`config.mk`:
```
export PLATFORM = sky130hd
export DESIGN_NAME = msl_slave_receiver
export DESIGN_NICKNAME = d
export VERILOG_FILES = /design/src/rtl/msl_slave_receiver.sv
export SDC_FILE = /design/constraint.sdc
export NUM_CORES = 1
export LEC_CHECK = 0
export CAP_MARGIN = 20
export CORE_ASPECT_RATIO = 0.6
export CORE_MARGIN = 2
export CORE_UTILIZATION = 65
export DETAILED_ROUTE_END_ITERATION = 7
export GPL_ROUTABILITY_DRIVEN = 0
export PLACE_DENSITY = 0.86
export REMOVE_ABC_BUFFERS = 1
export SLEW_MARGIN = 20
export SYNTH_ARGS = -nofsm -noshare
export SYNTH_HDL_FRONTEND = slang
export SYNTH_SLANG_ARGS = --single-unit
```
`constraint.sdc`:
```
create_clock -name i_clk -period 4.5 [get_ports i_clk]
set_input_delay 0.9 -clock i_clk [delete_from_list [all_inputs] [get_ports i_clk]]
set_output_delay 0.9 -clock i_clk [all_outputs]
set_load 0.02 [all_outputs]
```
`src/rtl/msl_slave_receiver.sv`:
```
// MSL single-wire line decoder: classifies segment widths as short/long and rebuilds data words.
// Optional glitch filter on the synchronized line is compiled in with MSL_RX_GLITCH_FILTER_EN.
module msl_slave_receiver #(
  parameter int unsigned P_DATA_WIDTH = 8,
  parameter int unsigned P_CLK_FREQ   = 50_000_000,
  parameter int unsigned P_FILT_LEN   = 4
) (
  input  logic                    i_clk,
  input  logic                    i_rst_n,
  input  logic                    i_msl_sda,
  output logic [P_DATA_WIDTH-1:0] o_data,
  output logic                    o_valid,
  output logic                    o_err,
  output logic [1:0]              o_err_code,
  output logic                    o_busy
);

  localparam int unsigned Unit     = P_CLK_FREQ / 1000;
  localparam logic [31:0] ShortMin = 32'(3 * Unit);
  localparam logic [31:0] LongMin  = 32'((15 * Unit) / 2);
  localparam logic [31:0] LongMax  = 32'(13 * Unit);
  localparam logic [31:0] Timeout  = 32'(13 * Unit + 1);
  localparam logic [31:0] HuntLen  = 32'(20 * Unit);
  localparam int unsigned CntW     = $clog2(P_DATA_WIDTH + 1);

  if (P_DATA_WIDTH % 2 != 0 || P_DATA_WIDTH < 2) begin : g_width_check
    $error("P_DATA_WIDTH must be even and at least 2");
  end

  typedef enum logic [2:0] {StHunt, StIdle, StStartL, StStartH, StData, StStopL} state_e;

  state_e                  state_q, state_d;
  logic                    sync1_q, sync2_q, prev_q, lvl, line_edge;
  logic [31:0]             seg_cnt_q;
  logic [CntW-1:0]         bit_cnt_q, bit_cnt_d;
  logic [P_DATA_WIDTH-1:0] shreg_q, shreg_d, data_q, data_d;
  logic                    valid_q, valid_d, err_q, err_d;
  logic [1:0]              code_q, code_d;
  logic                    seg_long;

  always_ff @(posedge i_clk or negedge i_rst_n) begin
    if (!i_rst_n) begin
      sync1_q <= 1'b1;
      sync2_q <= 1'b1;
    end else begin
      sync1_q <= i_msl_sda;
      sync2_q <= sync1_q;
    end
  end

`ifdef MSL_RX_GLITCH_FILTER_EN
  localparam int unsigned FiltW = $clog2(P_FILT_LEN + 1);
  logic             filt_q;
  logic [FiltW-1:0] filt_cnt_q;

  // Level follows the synchronizer only after P_FILT_LEN consecutive differing cycles.
  always_ff @(posedge i_clk or negedge i_rst_n) begin
    if (!i_rst_n) begin
      filt_q     <= 1'b1;
      filt_cnt_q <= '0;
    end else if (sync2_q == filt_q) begin
      filt_cnt_q <= '0;
    end else if (filt_cnt_q == FiltW'(P_FILT_LEN - 1)) begin
      filt_q     <= sync2_q;
      filt_cnt_q <= '0;
    end else begin
      filt_cnt_q <= filt_cnt_q + FiltW'(1);
    end
  end

  assign lvl = filt_q;
`else
  assign lvl = sync2_q;
`endif

  assign line_edge = lvl ^ prev_q;
  assign seg_long  = (seg_cnt_q >= LongMin);
  assign o_busy    = (state_q == StStartL) || (state_q == StStartH) ||
                     (state_q == StData)   || (state_q == StStopL);

  always_comb begin
    state_d   = state_q;
    bit_cnt_d = bit_cnt_q;
    shreg_d   = shreg_q;
    data_d    = data_q;
    valid_d   = 1'b0;
    err_d     = 1'b0;
    code_d    = 2'd0;
    unique case (state_q)
      StHunt: if (lvl && !line_edge && seg_cnt_q >= HuntLen) state_d = StIdle;
      StIdle: if (line_edge && !lvl) state_d = StStartL;
      default: begin
        if (line_edge) begin
          if (seg_cnt_q < ShortMin) begin
            err_d  = 1'b1;
            code_d = 2'd1;
          end else if (seg_cnt_q > LongMax) begin
            err_d  = 1'b1;
            code_d = 2'd2;
          end else begin
            case (state_q)
              StStartL: begin
                if (seg_long) begin
                  err_d  = 1'b1;
                  code_d = 2'd3;
                end else begin
                  state_d = StStartH;
                end
              end
              StStartH: begin
                if (seg_long) begin
                  err_d  = 1'b1;
                  code_d = 2'd3;
                end else begin
                  bit_cnt_d = '0;
                  state_d   = StData;
                end
              end
              StData: begin
                shreg_d   = {shreg_q[P_DATA_WIDTH-2:0], seg_long};
                bit_cnt_d = bit_cnt_q + CntW'(1);
                if (bit_cnt_q == CntW'(P_DATA_WIDTH - 1)) state_d = StStopL;
              end
              StStopL: begin
                if (seg_long) begin
                  err_d  = 1'b1;
                  code_d = 2'd3;
                end else begin
                  data_d  = shreg_q;
                  valid_d = 1'b1;
                  state_d = StIdle;
                end
              end
              default: ;
            endcase
          end
        end else if (seg_cnt_q >= Timeout) begin
          // Segment already too long; flag it without waiting for the closing edge.
          err_d  = 1'b1;
          code_d = 2'd2;
        end
      end
    endcase
    if (err_d) state_d = StHunt;
  end

  always_ff @(posedge i_clk or negedge i_rst_n) begin
    if (!i_rst_n) begin
      state_q   <= StHunt;
      prev_q    <= 1'b1;
      seg_cnt_q <= '0;
      bit_cnt_q <= '0;
      shreg_q   <= '0;
      data_q    <= '0;
      valid_q   <= 1'b0;
      err_q     <= 1'b0;
      code_q    <= 2'd0;
    end else begin
      state_q   <= state_d;
      prev_q    <= lvl;
      if (line_edge) seg_cnt_q <= 32'd1;
      else if (seg_cnt_q != 32'hFFFF_FFFF) seg_cnt_q <= seg_cnt_q + 32'd1;
      bit_cnt_q <= bit_cnt_d;
      shreg_q   <= shreg_d;
      data_q    <= data_d;
      valid_q   <= valid_d;
      err_q     <= err_d;
      code_q    <= code_d;
    end
  end

  assign o_data     = data_q;
  assign o_valid    = valid_q;
  assign o_err      = err_q;
  assign o_err_code = code_q;

endmodule

```
==> impl_metrics.env, run 1 <==
export IMPL_fillCellCount=363
export IMPL_max_cap_viol_count=0
export IMPL_hpwl_um=5254
export IMPL_worst_pin_slew_ps=1004
export IMPL_crit_family="buffers and inverters"
export IMPL_drive_gt1_frac=0.1304
export IMPL_synth_most_common_cell="dfrtp_1"
export IMPL_slew_violations=0
export IMPL_r2r_end="state_q[1]"
export IMPL_synth_edf_count=0
export IMPL_cts_hold_buf=0
export IMPL_drtIter0Drc=249
export IMPL_num_nets_final=376
export IMPL_grt_start_max_net_pins=38
export IMPL_start_util=0.6896
export IMPL_ys_async_sr_fraction=1.000
export IMPL_hold_path_class="flop to flop"
export IMPL_fmax_mhz=338.8
export IMPL_synth_area_leader_cell="dfrtp_1"
export IMPL_synth_top_family_by_area="simple AND/OR/NAND/NOR gates"
export IMPL_grt_util_all_layers=0.2730
export IMPL_setup_violations=0
export IMPL_netlist_top_cells_area="dfrtp_1 (41%), mux2_2 (5.4%), and2_1 (4.7%), xnor2_1 (3.9%), ha_1 (3.5%)"
export IMPL_place_ws_ps=1606
export IMPL_die_h_um=61.42
export IMPL_synthFlopType="dfrtp_1"
export IMPL_status="finished, final reports clean"
export IMPL_period_needed_ps=2951
export IMPL_worst_clock_skew_ps=8.381
export IMPL_leakage_nw=1.760
export IMPL_synth_simple_area_share=0.2455
export IMPL_critPathSlowestCell="clkdlybuf4s50_1"
export IMPL_syn_cell_area_sq_mm=0.003572
export IMPL_synth_compound_area_frac=0.1163
export IMPL_synth_cells=356
export IMPL_die_area_sq_mm=0.006124
export IMPL_setup_ws_ps=1549
export IMPL_cts_sinks=62
export IMPL_cp_arrival_ps=2050
export IMPL_htree_num_levels=3
export IMPL_drtAntennaViolNets=0
export IMPL_critPathMaxFanout=10
export IMPL_diodes=0
export IMPL_routed_wl_um=7516
export IMPL_seqCellArea_sq_mm=0.001555
export IMPL_worst_path_buf_inv=2
export IMPL_hp_start="sync1_q"
export IMPL_fp_coreArea_sq_mm=0.005180
export IMPL_worst_ep_required_time_ps=3600
export IMPL_min_path_cells=0
export IMPL_fp_row_count=20
export IMPL_vias=2794
export IMPL_power_density_mw_per_mm2=277.8
export IMPL_synth_common_cells="dfrtp_1 (59), and2_1 (27), nand3_1 (20)"
export IMPL_ys_warn_count=0
export IMPL_synthAdderAreaFrac=0.03503
export IMPL_hold_viol=0
export IMPL_avgRoutedWirePerCell_um=17.32
export IMPL_synth_xor_area_frac=0.07356
export IMPL_end_kind="output port"
export IMPL_synth_top_cell_area_share=0.4133
export IMPL_synth_area_per_cell_sq_um=10.03
export IMPL_vias_per_cell=6.438
export IMPL_r2r_start="lvl"
export IMPL_crit_path_start_kind="flop"
export IMPL_multi_input_area_sq_mm=0.001892
export IMPL_ioPinCount=16
export IMPL_globalRouteOverflowTotal=0
export IMPL_synth_seq_cells=62
export IMPL_cts_buffers=9
export IMPL_synth_mux_area_frac=0.05919
export IMPL_crit_path_max_incr_delay_ps=590
export IMPL_grt_pass1_wl_um=12530
export IMPL_rsz0062_at_grt="false"
export IMPL_cts_tree="done"
export IMPL_portBuffers=15
export IMPL_grt_pass1_vias=2506
export IMPL_period_share=0.6559
export IMPL_clockRootBuffer="clkbuf_8"
export IMPL_path_clk_slew_ps=80
export IMPL_yosysSeqAreaShare=0.4354
export IMPL_antenna_found_initial=0
export IMPL_cts_setup_buffers=0
export IMPL_relSlewSlack=0.3308
export IMPL_ir_worst_vdd_mv=0.2071
export IMPL_syn_to_final_growth_pct=9.317
export IMPL_clk_latency_ps=350
export IMPL_reg2regPathDepth=6
export IMPL_first_pass_iters=5
export IMPL_cts_resized_gates=0
export IMPL_rrSetupSlack_ps=1580
export IMPL_worstPathCellList="inv_1 -> ha_1 -> clkdlybuf4s50_1"
export IMPL_drc=0
export IMPL_fin_tns_setup_ps=0
export IMPL_clockBufferDepth=2
export IMPL_synth_cell_type_count=56
export IMPL_path_class="flop to output port"
export IMPL_die_w_um=99.71
export IMPL_hold_end="lvl"
sequential cells by signal, summed over array words and instances, names as in the netlist:
| signal | cells |
|---|---|
| seg_cnt_q | 32 |
| o_data | 8 |
| shreg_q | 8 |
| bit_cnt_q | 4 |
| state_q | 3 |
| o_err_code | 2 |
| lvl | 1 |
| o_err | 1 |
| o_valid | 1 |
| prev_q | 1 |
| sync1_q | 1 |
cell type report:
cell class | instances | share of cell area
timing repair buffer | 16 | 0.03909
tap | 66 | 0.02115
sequential | 62 | 0.3983
clock inverter | 7 | 0.01474
inverter | 11 | 0.01057
clock buffer | 9 | 0.03172
multi-input combinational | 263 | 0.4845
through the flow:
stage	utilization	hold WS (ps)	instance area [sq um]	instances	power, mW
after floorplan	-	345.2	3488	336	0.6172
after global placement	0.7188	347.7	3724	418	0.6393
after detailed placement	0.7188	349.3	3724	418	0.6432
after CTS	0.7539	360.8	3905	434	1.091
after global routing	0.7539	366.6	3905	434	1.124
final	0.7539	359.6	3905	434	1.085
cells by family after synthesis:
kind of cell	count (synthesis)
and+or+nand+nor	150
xor gates and xnor gates	30
AOI/OAI and AO/OA	54
DFF	62
muxes	19
adders and majority gates	10
buffers and inverters	31
metal layers:
| layer | GRT usage | vias to the layer above | routed length (um) |
|---|---|---|---|
| met3 | 0.08627 | 21 | 615 |
| met1 | 0.3969 | 1338 | 3609 |
| li1 | - | 1308 | - |
| met2 | 0.3861 | 127 | 3152 |
| met4 | 0.1057 | 0 | 139 |
| met5 | 0 | - | 0 |
layout by cell type, fill, tap and decap left out, drive strengths merged, types with 4 or more instances in the layout:
master         synthesis  routed
clkbuf                18       9
nor4                   8       8
a211oi                 4       4
nor2b                  9       9
and2                  27      27
and4                   7       7
nand4                 13      13
nand3                 20      20
xnor2                 16      16
a21oi                 10      10
dfrtp                 59      59
inv                   11      14
o21ai                  9       9
nor3                  12      12
o211ai                 6       6
ha                    10      10
clkdlybuf4s50          0      14
nand2                 18      18
and3                  10      10
nor2                  13      13
xor2                  14      14
mux2                  17      17
where the power goes:
| part | switching [mW] | internal (mW) | leakage (nW) |
|---|---|---|---|
| logic | 0.0360 | 0.0183 | 0.826 |
| registers | 0.0122 | 0.566 | 0.851 |
| clock network | 0.247 | 0.206 | 0.0829 |
| total | 0.295 | 0.790 | 1.76 |
how the worst max path moves through the flow:
| stage | startpoint | slack (ps) | cells past startpoint | end |
|---|---|---|---|---|
| floorplan | seg_cnt_q[7] | 1950 | 6 | o_data[0] |
| global placement | seg_cnt_q[7] | 1730 | 6 | shreg_q[4] |
| detailed placement | seg_cnt_q[7] | 1610 | 6 | shreg_q[2] |
| CTS | state_q[2] | 1550 | 3 | o_busy |
| global route | lvl | 1280 | 6 | state_q[1] |
| finish | state_q[2] | 1550 | 3 | o_busy |
Note: power is estimated with default switching activity, not from simulation.
==> run 2: changes to the inputs <==
--- a/config.mk
+++ b/config.mk
@@ -8,10 +8,10 @@
 export CAP_MARGIN = 20
 export CORE_ASPECT_RATIO = 0.6
 export CORE_MARGIN = 2
-export CORE_UTILIZATION = 65
+export CORE_UTILIZATION = 55
 export DETAILED_ROUTE_END_ITERATION = 7
 export GPL_ROUTABILITY_DRIVEN = 0
-export PLACE_DENSITY = 0.86
+export PLACE_DENSITY = 0.77
 export REMOVE_ABC_BUFFERS = 1
 export SLEW_MARGIN = 20
 export SYNTH_ARGS = -nofsm -noshare
==> constraint.sdc (replaced) <==
create_clock -name i_clk -period 2.5 [get_ports i_clk]
set_input_delay 0.5 -clock i_clk [delete_from_list [all_inputs] [get_ports i_clk]]
set_output_delay 0.5 -clock i_clk [all_outputs]
set_load 0.02 [all_outputs]
==> impl_metrics.env, run 2 (synthesized netlist as in run 1, its figures left out) <==
export IMPL_status="finished with violations"
export IMPL_violations="negative setup slack"
export IMPL_relSlewSlack=0.4948
export IMPL_seqCellArea_sq_mm=0.001555
export IMPL_num_nets_final=428
export IMPL_hp_start="sync1_q"
export IMPL_vias_per_cell=6.147
export IMPL_path_clk_slew_ps=90
export IMPL_slew_violations=0
export IMPL_reg2regPathDepth=8
export IMPL_fillCellCount=442
export IMPL_clockBufferDepth=2
export IMPL_die_w_um=108.0
export IMPL_vias=3098
export IMPL_hold_viol=0
export IMPL_routed_wl_um=8903
export IMPL_worst_ep_required_time_ps=2760
export IMPL_syn_to_final_growth_pct=25.11
export IMPL_cts_buffers=9
export IMPL_grt_pass1_vias=2834
export IMPL_fp_coreArea_sq_mm=0.006193
export IMPL_ioPinCount=16
export IMPL_grt_pass1_wl_um=14350
export IMPL_layout_commonest_cell="dfrtp_1"
export IMPL_worstPathCellList="or4_4 -> a221oi_4 -> o211ai_1 -> a2111oi_4 -> buf_6 -> buf_6 -> o21ai_4 -> mux2_4"
export IMPL_critPathSlowestCell="or4_4"
export IMPL_hold_path_class="flop to flop"
export IMPL_cp_common_cell="buf_6"
export IMPL_end_kind="flop"
export IMPL_drc=0
export IMPL_clk_latency_ps=370
export IMPL_worst_pin_slew_ps=752.0
export IMPL_rrSetupSlack_ps=-20
export IMPL_start_util=0.5768
export IMPL_dp_cells=480
export IMPL_finalNonFillerCells=504
export IMPL_min_path_cells=0
export IMPL_drive_gt1_frac=0.2548
export IMPL_cts_sinks=62
export IMPL_portBuffers=15
export IMPL_setup_violations=3
export IMPL_htree_num_levels=3
export IMPL_crit_path_start_kind="flop"
export IMPL_rsz0062_at_grt="true"
export IMPL_hpwl_um=5973
export IMPL_grt_start_max_net_pins=37
export IMPL_period_share=1.009
export IMPL_globalRouteOverflowTotal=0
export IMPL_multi_input_area_sq_mm=0.002001
export IMPL_setup_ws_ps=-23.70
export IMPL_worst_clock_skew_ps=15.50
export IMPL_first_pass_iters=5
export IMPL_r2r_start="seg_cnt_q[7]"
export IMPL_antenna_found_initial=0
export IMPL_ir_worst_vdd_mv=0.4586
export IMPL_layout_common_cells="dfrtp_1 (59), buf_4 (47), and2_1 (27)"
export IMPL_diodes=0
export IMPL_period_needed_ps=2524
export IMPL_total_power_mw=2.072
export IMPL_leakage_nw=2.079
export IMPL_fp_row_count=22
export IMPL_critPathMaxFanout=4
export IMPL_avgRoutedWirePerCell_um=17.66
export IMPL_die_h_um=66.43
export IMPL_r2r_end="bit_cnt_q[0]"
export IMPL_cts_tree="done"
export IMPL_fmax_mhz=396.2
export IMPL_grt_util_all_layers=0.2687
export IMPL_path_class="flop to flop"
export IMPL_hold_end="lvl"
export IMPL_largest_reg_flops=32
export IMPL_max_cap_viol_count=0
export IMPL_drtIter0Drc=304
export IMPL_drtAntennaViolNets=0
export IMPL_top_register="seg_cnt_q"
export IMPL_power_density_mw_per_mm2=463.6
export IMPL_crit_path_max_incr_delay_ps=550
export IMPL_clockRootBuffer="clkbuf_8"
export IMPL_cp_arrival_ps=2790
export IMPL_die_area_sq_mm=0.007177
[run 2: cell count changes in the layout (fill, tap and decap cells not counted), moves of 2 or more]
cell	delta
a221oi_4	+2
nor4_1	-2
clkinvlp_4	-2
buf_6	+3
clkinv_4	+2
buf_4	+46
[run 2: worst max path at each step]
| stage | endpoint | start | slack [ps] |
|---|---|---|---|
| 2_1_floorplan | o_data[0] | seg_cnt_q[7] | -50 |
| 3_3_place_gp | bit_cnt_q[0] | seg_cnt_q[7] | 30 |
| 3_5_place_dp | bit_cnt_q[0] | seg_cnt_q[7] | -40 |
| 4_1_cts | shreg_q[2] | seg_cnt_q[7] | -30 |
| 5_1_grt | bit_cnt_q[0] | seg_cnt_q[7] | -120 |
| 6_report | bit_cnt_q[0] | seg_cnt_q[7] | -20 |
[run 2: routing by layer]
metal	GRT usage	up-vias	share of wire
met3	0.07389	19	0.10
li1	-	1414	-
met5	0	-	0
met1	0.4145	1492	0.47
met2	0.3538	173	0.41
met4	0.09295	0	0.014
[run 2: timing repair]
item / 4_1_cts / 5_1_grt
pin swaps: 4 / 4
gates resized for setup: 6 / 13
hold endpoints to repair: 9 / 0
gates cloned: 1 / 0
setup endpoints to repair: 19 / 23
hold buffers: 1 / 0
buffers inserted: 5 / 2
[run 2: cell type report]
cell class,count,area share
tap,84,0.02352
clock inverter,7,0.01820
clock buffer,9,0.02772
timing repair buffer,67,0.1257
multi-input combinational,264,0.4476
inverter,11,0.009239
sequential,62,0.3480
[run 2: where the power goes]
group | internal (mW) | switching [mW]
Combinational | 0.0434 | 0.0689
Clock | 0.471 | 0.448
Sequential | 1.02 | 0.0225
[run 2: critical path: cells and delay by family (launching register included)]
family                 cells  cell delay [ps]
AO/OA/AOI/OAI              4              860
buffers and inverters      2              310
flip-flops                 1              380
multiplexers               1              320
AND/OR/NAND/NOR            1              550
[run 2: per-stage QoR]
| stage | instance area, sq um | util | hold WS [ps] | TNS, ps | setup WS, ps |
|---|---|---|---|---|---|
| floorplan | 3488 | - | 204.4 | -738.8 | -47.79 |
| finish | 4469 | 0.7216 | 360.3 | -43.82 | -23.70 |
| detailed placement | 4089 | 0.6602 | 351.0 | -360.8 | -40.45 |
| CTS | 4388 | 0.7085 | 362.0 | -317.0 | -31.00 |
| global placement | 4089 | 0.6602 | 348.0 | 0 | 31.98 |
| global route | 4469 | 0.7216 | 365.0 | -1216 | -117.3 |
==> run 3: changes to the inputs <==
--- a/config.mk
+++ b/config.mk
@@ -13,7 +13,6 @@
 export GPL_ROUTABILITY_DRIVEN = 0
 export PLACE_DENSITY = 0.77
 export REMOVE_ABC_BUFFERS = 1
-export SLEW_MARGIN = 20
 export SYNTH_ARGS = -nofsm -noshare
 export SYNTH_HDL_FRONTEND = slang
 export SYNTH_SLANG_ARGS = --single-unit
==> results of run 3 <==
No change in the layout: final DEF, timing and power equal those of run 2.
